$ cat src/rtl/ro_scan_meter.sv
`timescale 1ns/1ps
`default_nettype none
// ============================================================================
// Module   : ro_scan_meter
// Brief    : Scanning multi-channel ring-oscillator frequency meter with
//            settle delay, gated edge counting and per-channel averaging.
// Revision : 1.0  initial release
// ============================================================================
module ro_scan_meter #(
    parameter int NCH        = 4,
    parameter int CNT_W      = 16,
    parameter int GATE_W     = 16,
    parameter int AVG_LOG2   = 2,
    parameter int SETTLE_CYC = 16,
    localparam int c_ch_w    = (NCH > 1) ? $clog2(NCH) : 1
) (
    input  logic              clk,
    input  logic              reset,
    input  logic              en,
    input  logic              start,
    input  logic              cont,
    input  logic [NCH-1:0]    ch_mask,
    input  logic [GATE_W-1:0] gate_len,
    input  logic [NCH-1:0]    ro_in,
    output logic [NCH-1:0]    ro_en,
    output logic [CNT_W-1:0]  result,
    output logic [c_ch_w-1:0] result_ch,
    output logic              result_valid,
    input  logic              result_ready,
    output logic              busy,
    output logic              overflow
);

    localparam int c_acc_w = CNT_W + AVG_LOG2;
    localparam int c_win_w = (AVG_LOG2 > 0) ? AVG_LOG2 : 1;
    localparam int c_set_w = (SETTLE_CYC > 1) ? $clog2(SETTLE_CYC) : 1;
    localparam int c_nwin  = 1 << AVG_LOG2;
    localparam logic [CNT_W-1:0] c_cnt_max = '1;

    typedef enum logic [1:0] {
        S_IDLE   = 2'd0,
        S_SETTLE = 2'd1,
        S_GATE   = 2'd2,
        S_OUT    = 2'd3
    } state_t;

    state_t              r_state, w_state_next;
    logic [NCH-1:0]      r_sync1, r_sync2, r_prev;
    logic [NCH-1:0]      r_mask;
    logic [GATE_W-1:0]   r_gate, r_gate_cnt;
    logic [c_ch_w-1:0]   r_ch;
    logic [c_set_w-1:0]  r_settle_cnt;
    logic [c_win_w-1:0]  r_win;
    logic [CNT_W-1:0]    r_cnt;
    logic [c_acc_w-1:0]  r_acc;
    logic [CNT_W-1:0]    r_result;
    logic [c_ch_w-1:0]   r_result_ch;
    logic                r_overflow;

    logic [NCH-1:0]      w_edge_vec;
    logic                w_edge;
    logic [GATE_W-1:0]   w_gate_eff;
    logic                w_settle_done, w_gate_last, w_win_last;
    logic [CNT_W-1:0]    w_cnt_next;
    logic [c_acc_w-1:0]  w_acc_next;
    logic [c_ch_w:0]     w_next_sel, w_wrap_sel;

    // Returns {found, index} of the lowest set mask bit at or above 'from'.
    function automatic logic [c_ch_w:0] f_first_set(input logic [NCH-1:0] mask, input int from);
        logic [c_ch_w:0] sel;
        sel = '0;
        for (int i = NCH - 1; i >= 0; i--) begin
            if (i >= from && mask[i]) sel = {1'b1, c_ch_w'(i)};
        end
        return sel;
    endfunction

    assign w_edge_vec    = r_sync2 & ~r_prev;
    assign w_edge        = w_edge_vec[r_ch];
    assign w_gate_eff    = (gate_len == '0) ? GATE_W'(1) : gate_len;
    assign w_settle_done = (r_settle_cnt == c_set_w'(SETTLE_CYC - 1));
    assign w_gate_last   = (r_gate_cnt == r_gate - GATE_W'(1));
    assign w_win_last    = (r_win == c_win_w'(c_nwin - 1));
    assign w_cnt_next    = (r_cnt == c_cnt_max) ? r_cnt : r_cnt + CNT_W'(w_edge);
    assign w_acc_next    = r_acc + c_acc_w'(w_cnt_next);
    assign w_next_sel    = f_first_set(r_mask, int'(r_ch) + 1);
    assign w_wrap_sel    = f_first_set(ch_mask, 0);

    always_comb begin
        w_state_next = r_state;
        case (r_state)
            S_IDLE:   if (start && (ch_mask != '0)) w_state_next = S_SETTLE;
            S_SETTLE: if (w_settle_done) w_state_next = S_GATE;
            S_GATE:   if (w_gate_last && w_win_last) w_state_next = S_OUT;
            S_OUT: begin
                if (result_ready) begin
                    if (w_next_sel[c_ch_w] || (cont && w_wrap_sel[c_ch_w])) w_state_next = S_SETTLE;
                    else                                                    w_state_next = S_IDLE;
                end
            end
            default:  w_state_next = S_IDLE;
        endcase
        if (!en) w_state_next = S_IDLE;
    end

    always_ff @(posedge clk) begin
        if (reset) r_state <= S_IDLE;
        else       r_state <= w_state_next;
    end

    always_ff @(posedge clk) begin
        if (reset) begin
            r_sync1      <= '0;
            r_sync2      <= '0;
            r_prev       <= '0;
            r_mask       <= '0;
            r_gate       <= '0;
            r_gate_cnt   <= '0;
            r_ch         <= '0;
            r_settle_cnt <= '0;
            r_win        <= '0;
            r_cnt        <= '0;
            r_acc        <= '0;
            r_result     <= '0;
            r_result_ch  <= '0;
            r_overflow   <= 1'b0;
        end else begin
            r_sync1 <= ro_in;
            r_sync2 <= r_sync1;
            r_prev  <= r_sync2;
            if (!en) begin
                r_acc <= '0;
                r_cnt <= '0;
            end else begin
                case (r_state)
                    S_IDLE: begin
                        if (start && (ch_mask != '0)) begin
                            r_mask       <= ch_mask;
                            r_gate       <= w_gate_eff;
                            r_ch         <= w_wrap_sel[c_ch_w-1:0];
                            r_overflow   <= 1'b0;
                            r_settle_cnt <= '0;
                            r_acc        <= '0;
                            r_win        <= '0;
                            r_cnt        <= '0;
                            r_gate_cnt   <= '0;
                        end
                    end
                    S_SETTLE: r_settle_cnt <= r_settle_cnt + 1'b1;
                    S_GATE: begin
                        if (w_cnt_next == c_cnt_max) r_overflow <= 1'b1;
                        if (w_gate_last) begin
                            r_acc      <= w_acc_next;
                            r_cnt      <= '0;
                            r_gate_cnt <= '0;
                            r_win      <= r_win + 1'b1;
                            if (w_win_last) begin
                                r_result    <= CNT_W'(w_acc_next >> AVG_LOG2);
                                r_result_ch <= r_ch;
                            end
                        end else begin
                            r_cnt      <= w_cnt_next;
                            r_gate_cnt <= r_gate_cnt + 1'b1;
                        end
                    end
                    S_OUT: begin
                        if (result_ready) begin
                            if (w_next_sel[c_ch_w]) begin
                                r_ch <= w_next_sel[c_ch_w-1:0];
                            end else if (cont && w_wrap_sel[c_ch_w]) begin
                                // Wrap re-reads the live mask and gate length.
                                r_ch   <= w_wrap_sel[c_ch_w-1:0];
                                r_mask <= ch_mask;
                                r_gate <= w_gate_eff;
                            end
                            r_settle_cnt <= '0;
                            r_acc        <= '0;
                            r_win        <= '0;
                            r_cnt        <= '0;
                            r_gate_cnt   <= '0;
                        end
                    end
                    default: ;
                endcase
            end
        end
    end

    always_comb begin
        ro_en = '0;
        if (r_state != S_IDLE) ro_en[r_ch] = 1'b1;
    end

    assign result       = r_result;
    assign result_ch    = r_result_ch;
    assign result_valid = (r_state == S_OUT);
    assign busy         = (r_state != S_IDLE);
    assign overflow     = r_overflow;

endmodule
`default_nettype wire
$ cat config.mk
export PLATFORM = sky130hd
export DESIGN_NAME = ro_scan_meter
export DESIGN_NICKNAME = d
export VERILOG_FILES = /design/src/rtl/ro_scan_meter.sv
export SDC_FILE = /design/constraint.sdc
export NUM_CORES = 1
export LEC_CHECK = 0
export BUFFER_PORTS_ARGS = -buffer_cell sky130_fd_sc_hd__buf_4
export CAP_MARGIN = 10
export CORE_MARGIN = 5
export CORE_UTILIZATION = 35
export DETAILED_ROUTE_END_ITERATION = 12
export PLACE_DENSITY = 0.52
export SLEW_MARGIN = 20
export SYNTH_ARGS = -nofsm -noshare
export SYNTH_HDL_FRONTEND = slang
export SYNTH_SLANG_ARGS = --single-unit
$ cat constraint.sdc
create_clock -name clk -period 8.55 [get_ports clk]
set_input_delay 0 -clock clk [delete_from_list [all_inputs] [get_ports clk]]
set_output_delay 0 -clock clk [all_outputs]
set_load 0.05 [all_outputs]
==> results <==
- The run finished with clean final reports.
- The synthesized design contains 0 enable-type register cells.
- TritonCTS built the clock tree.
- The commonest cells after synthesis are dfxtp_1, nor2_1, a21oi_1, nand2_1, nand3_1.
- The final number of setup-violating endpoints is 0.
- The TritonCTS buffer count is 9.
- The mean number of vias per cell is 5.32.
- CTS placed an instance of clkbuf_16 at the clock tree root.
- The share of the yosys chip area belonging to registers is 34.8%.
- The number of antenna diodes in the final layout is 0.
- The total area inside the core boundary comes to 17900 um^2.
- The maximum frequency from static timing analysis is 220 MHz.
- The cell that appears most often on the critical path is a21oi_1.
- The category of the worst setup path launch point is a flip-flop.
- The total overflow left after global routing is 0.
- For this block, the via count after detailed routing is 5476.
- The overall fraction of global-route tracks in use is 15.2%.
- The slowest stage of the critical path is the dfxtp_1 cell.
- After synthesis, the netlist uses 74 different library cells.
- The initial antenna violation count is 0.
- The stage delay of the slowest cell on the critical path is 570 ps.
- The endpoint type of the worst setup path is a flip-flop.
- The critical path in this run is classified as reg -> reg.
- A synthesized cell averages 8.51 um^2.
- After synthesis, the cell types taking the most area are dfxtp_1, mux2i_1, ha_1, nor2_1, xnor2_1.
- The count of input and output buffers is 54.
- The final weighted congestion in routability-driven placement is 0.904.
- The power per cell area is 154 nW/um^2.
- The transition time at the pin with the least slew margin is 978 ps.
- The pre-antenna-repair detailed-routing pass consisted of 5 iterations.
- The H-tree was split into 3 levels.
- The number of buffers and inverters on the critical path is 0.
- The largest fanout on the critical path is 14.
- The via count of the first global-routing pass came to 5278.
- The final period demand of the worst path is around 4500 ps.
- The path class of the tightest hold or removal check is in -> reg.
- The number of sinks on the clock net is 110.
- Clock latency on the worst-skew pair, taken at its later pin, is 360 ps.
- The number of gates resized after CTS was 0.
- Detailed placement finished with a half-perimeter wire length of 11.2 mm.
- The first routing iteration left 277 violations.
- 55 I/O pins were placed.
- The floorplan row count is 49.
- In the synthesized netlist, the number of instances is 743.
- Summing every instance area after synthesis gives 6320 um^2.
- The number of hold-slack violations in the final timing report is 0.
- The critical path data arrival time is between 4000 and 5000 ps.
- Synthesis inferred between 100 and 150 register bits.
- The prevailing post-synth register cell is dfxtp_1.
- The die covers 20900 um^2.
- The synthesized net count is 800.
- The die is 144 um tall.
- For this configuration, the core starts out at a cell density of about a third.
- The synthesized design devotes to its leading area cell type 34.8% of total area.
- Cells with a size suffix above 1 make up about an eighth of the layout.
- Across the run, the number of max-cap violations was 0.
- The first global-routing pass estimated 25.7 mm of wire.
- Yosys instantiated no cell more often than dfxtp_1.
- Of the available clock period, the critical path in the final layout requires a little over half.
- The remaining number of nets flagged by the antenna check after routing is 0.
- The number of remaining DRC errors is 0.
- The routed design has around 15 mm of wire.
- The maximum number of pins on one net before global-route repair is 63.
- The total count of max-transition violations in the final report is 0.
- The largest buffer count on any clock path is 2.
- The endpoint required time on the critical path is 8810 ps.
- The clock transition time at the flip-flop clock pins of the worst setup and hold paths is 80 ps.
- The maximum vdd ir drop is 0.0000913 V.
- The total of fill cells in the finished design is around 1800.
- After routing, the total negative slack on setup checks comes to 0 ps.
- The die outline width is approximately 140 um.
- The leakage power summed over all cells is roughly 0.003 uW.
- The number of synthesis warnings is 0.
- Relative to the synthesized area, the layout overhead comes to 16.1%.
- For the final database, setup skew stands at 8.04 ps.
- In the final routed layout, each cell accounts on average for 15.0 um.
- The signal on the critical path passes through a32oi_1, a21oi_1, ha_1, and2_1, nand2_1, a21oi_1, nor2_1, ha_1, o21ai_0, a21oi_1, a211oi_1, nor2_1, o21ai_0, mux2_2, o21ai_1, a21bo_1.
- Hold is met by 18.4 ps.
- Of all flip-flops after synthesis, the portion carrying an async set or reset was 0%.
- The post-CTS repair timing setup buffer count is 0.
- dfxtp_1 takes more of the synthesized area than any other cell.
- In the final design database the tool counted 852 nets.
- The family with the most delay on the worst path is compound AO/OA/AOI/OAI gates.
- Measured against its own limit, the worst slew margin works out to 34.8%.
- Setup repair after global routing left no endpoint under its margin.
[state kept, by name, indices dropped and copies added, names as in the netlist]
signal and cells:
overflow 1, r_acc 18, r_ch 2, r_cnt 16, r_gate 16, r_gate_cnt 16
r_mask 3, r_prev 4, r_settle_cnt 4, r_state 2, r_sync1 4, r_sync2 4
r_win 2, result 16, result_ch 2
[cell families after synthesis]
kind of cell	synth area share, %
adders and majority gates	5.46
xor gates and xnor gates	7.62
muxes	5.56
AOI/OAI and AO/OA	17.8
and+or+nand+nor	24.1
buffers and inverters	4.59
DFF	34.8
[timing repair]
action                     CTS  global route
hold buffers                22             0
setup endpoints to repair    0             0
hold endpoints to repair    22             0
[layout by cell type, fill, tap and decap left out, types with 23 or more instances in the layout]
cell,count
xor2_1,23
nand2_1,54
buf_4,56
nor2_1,84
a21oi_1,54
ha_1,26
xnor2_1,32
nand3_1,44
dfxtp_1,110
mux2i_1,34
[worst paths after layout]
check	from	to	slack [ps]	cells past startpoint
min	ch_mask[0]	r_ch[1]	20	4
max	r_ch[0]	r_acc[14]	4000	16
min reg2reg	r_sync1[0]	r_sync2[0]	440	1
max reg2reg	r_ch[0]	r_acc[14]	4000	16
[cell type report]
| class | count | area, um^2 | area share [%] |
|---|---|---|---|
| inverters | 22 | 82.6 | 1.12 |
| flip-flops and latches | 110 | 2200 | 30.0 |
| well taps | 229 | 287 | 3.90 |
| clock inverters | 7 | 65.1 | 0.886 |
| repair buffers | 79 | 652 | 8.87 |
| clock buffers | 9 | 225 | 3.07 |
| multi-input cells | 573 | 3830 | 52.2 |
[metal layers]
metal / vias to the layer above / share of wire (%) / GRT usage, %
met5: - / 0 / 0
met4: 0 / 1.9 / 6.19
met3: 21 / 2.8 / 1.85
met2: 96 / 46 / 24.2
met1: 2573 / 49 / 20.9
li1: 2786 / - / -
[through the flow]
stage	worst slack, ps	std cells	area [um^2]	total power (uW)	util (%)
floorplan	4580	743	6320	679	-
global placement	4280	990	6820	712	38.1
detailed placement	4060	991	6840	717	38.2
CTS	4050	1029	7350	1150	41.0
global route	3530	1029	7350	1190	41.0
finish	4000	1029	7350	1130	41.0
[worst register-to-register path, delay by kind of cell, from the launching register on]
family          cells  cell delay (ps)
flops               1              570
compound gates      9             2350
simple gates        4              550
fa+ha+maj           2              560
mux                 1              410
[power by group]
part           leakage [uW]  internal (uW)  total (uW)  switching, uW
clock network      0.000140            205         419            214
registers          0.000891            522         537           14.5
logic               0.00195           72.0         176            104
total               0.00299            800        1130            333
Power figures use the tool's default switching activity.
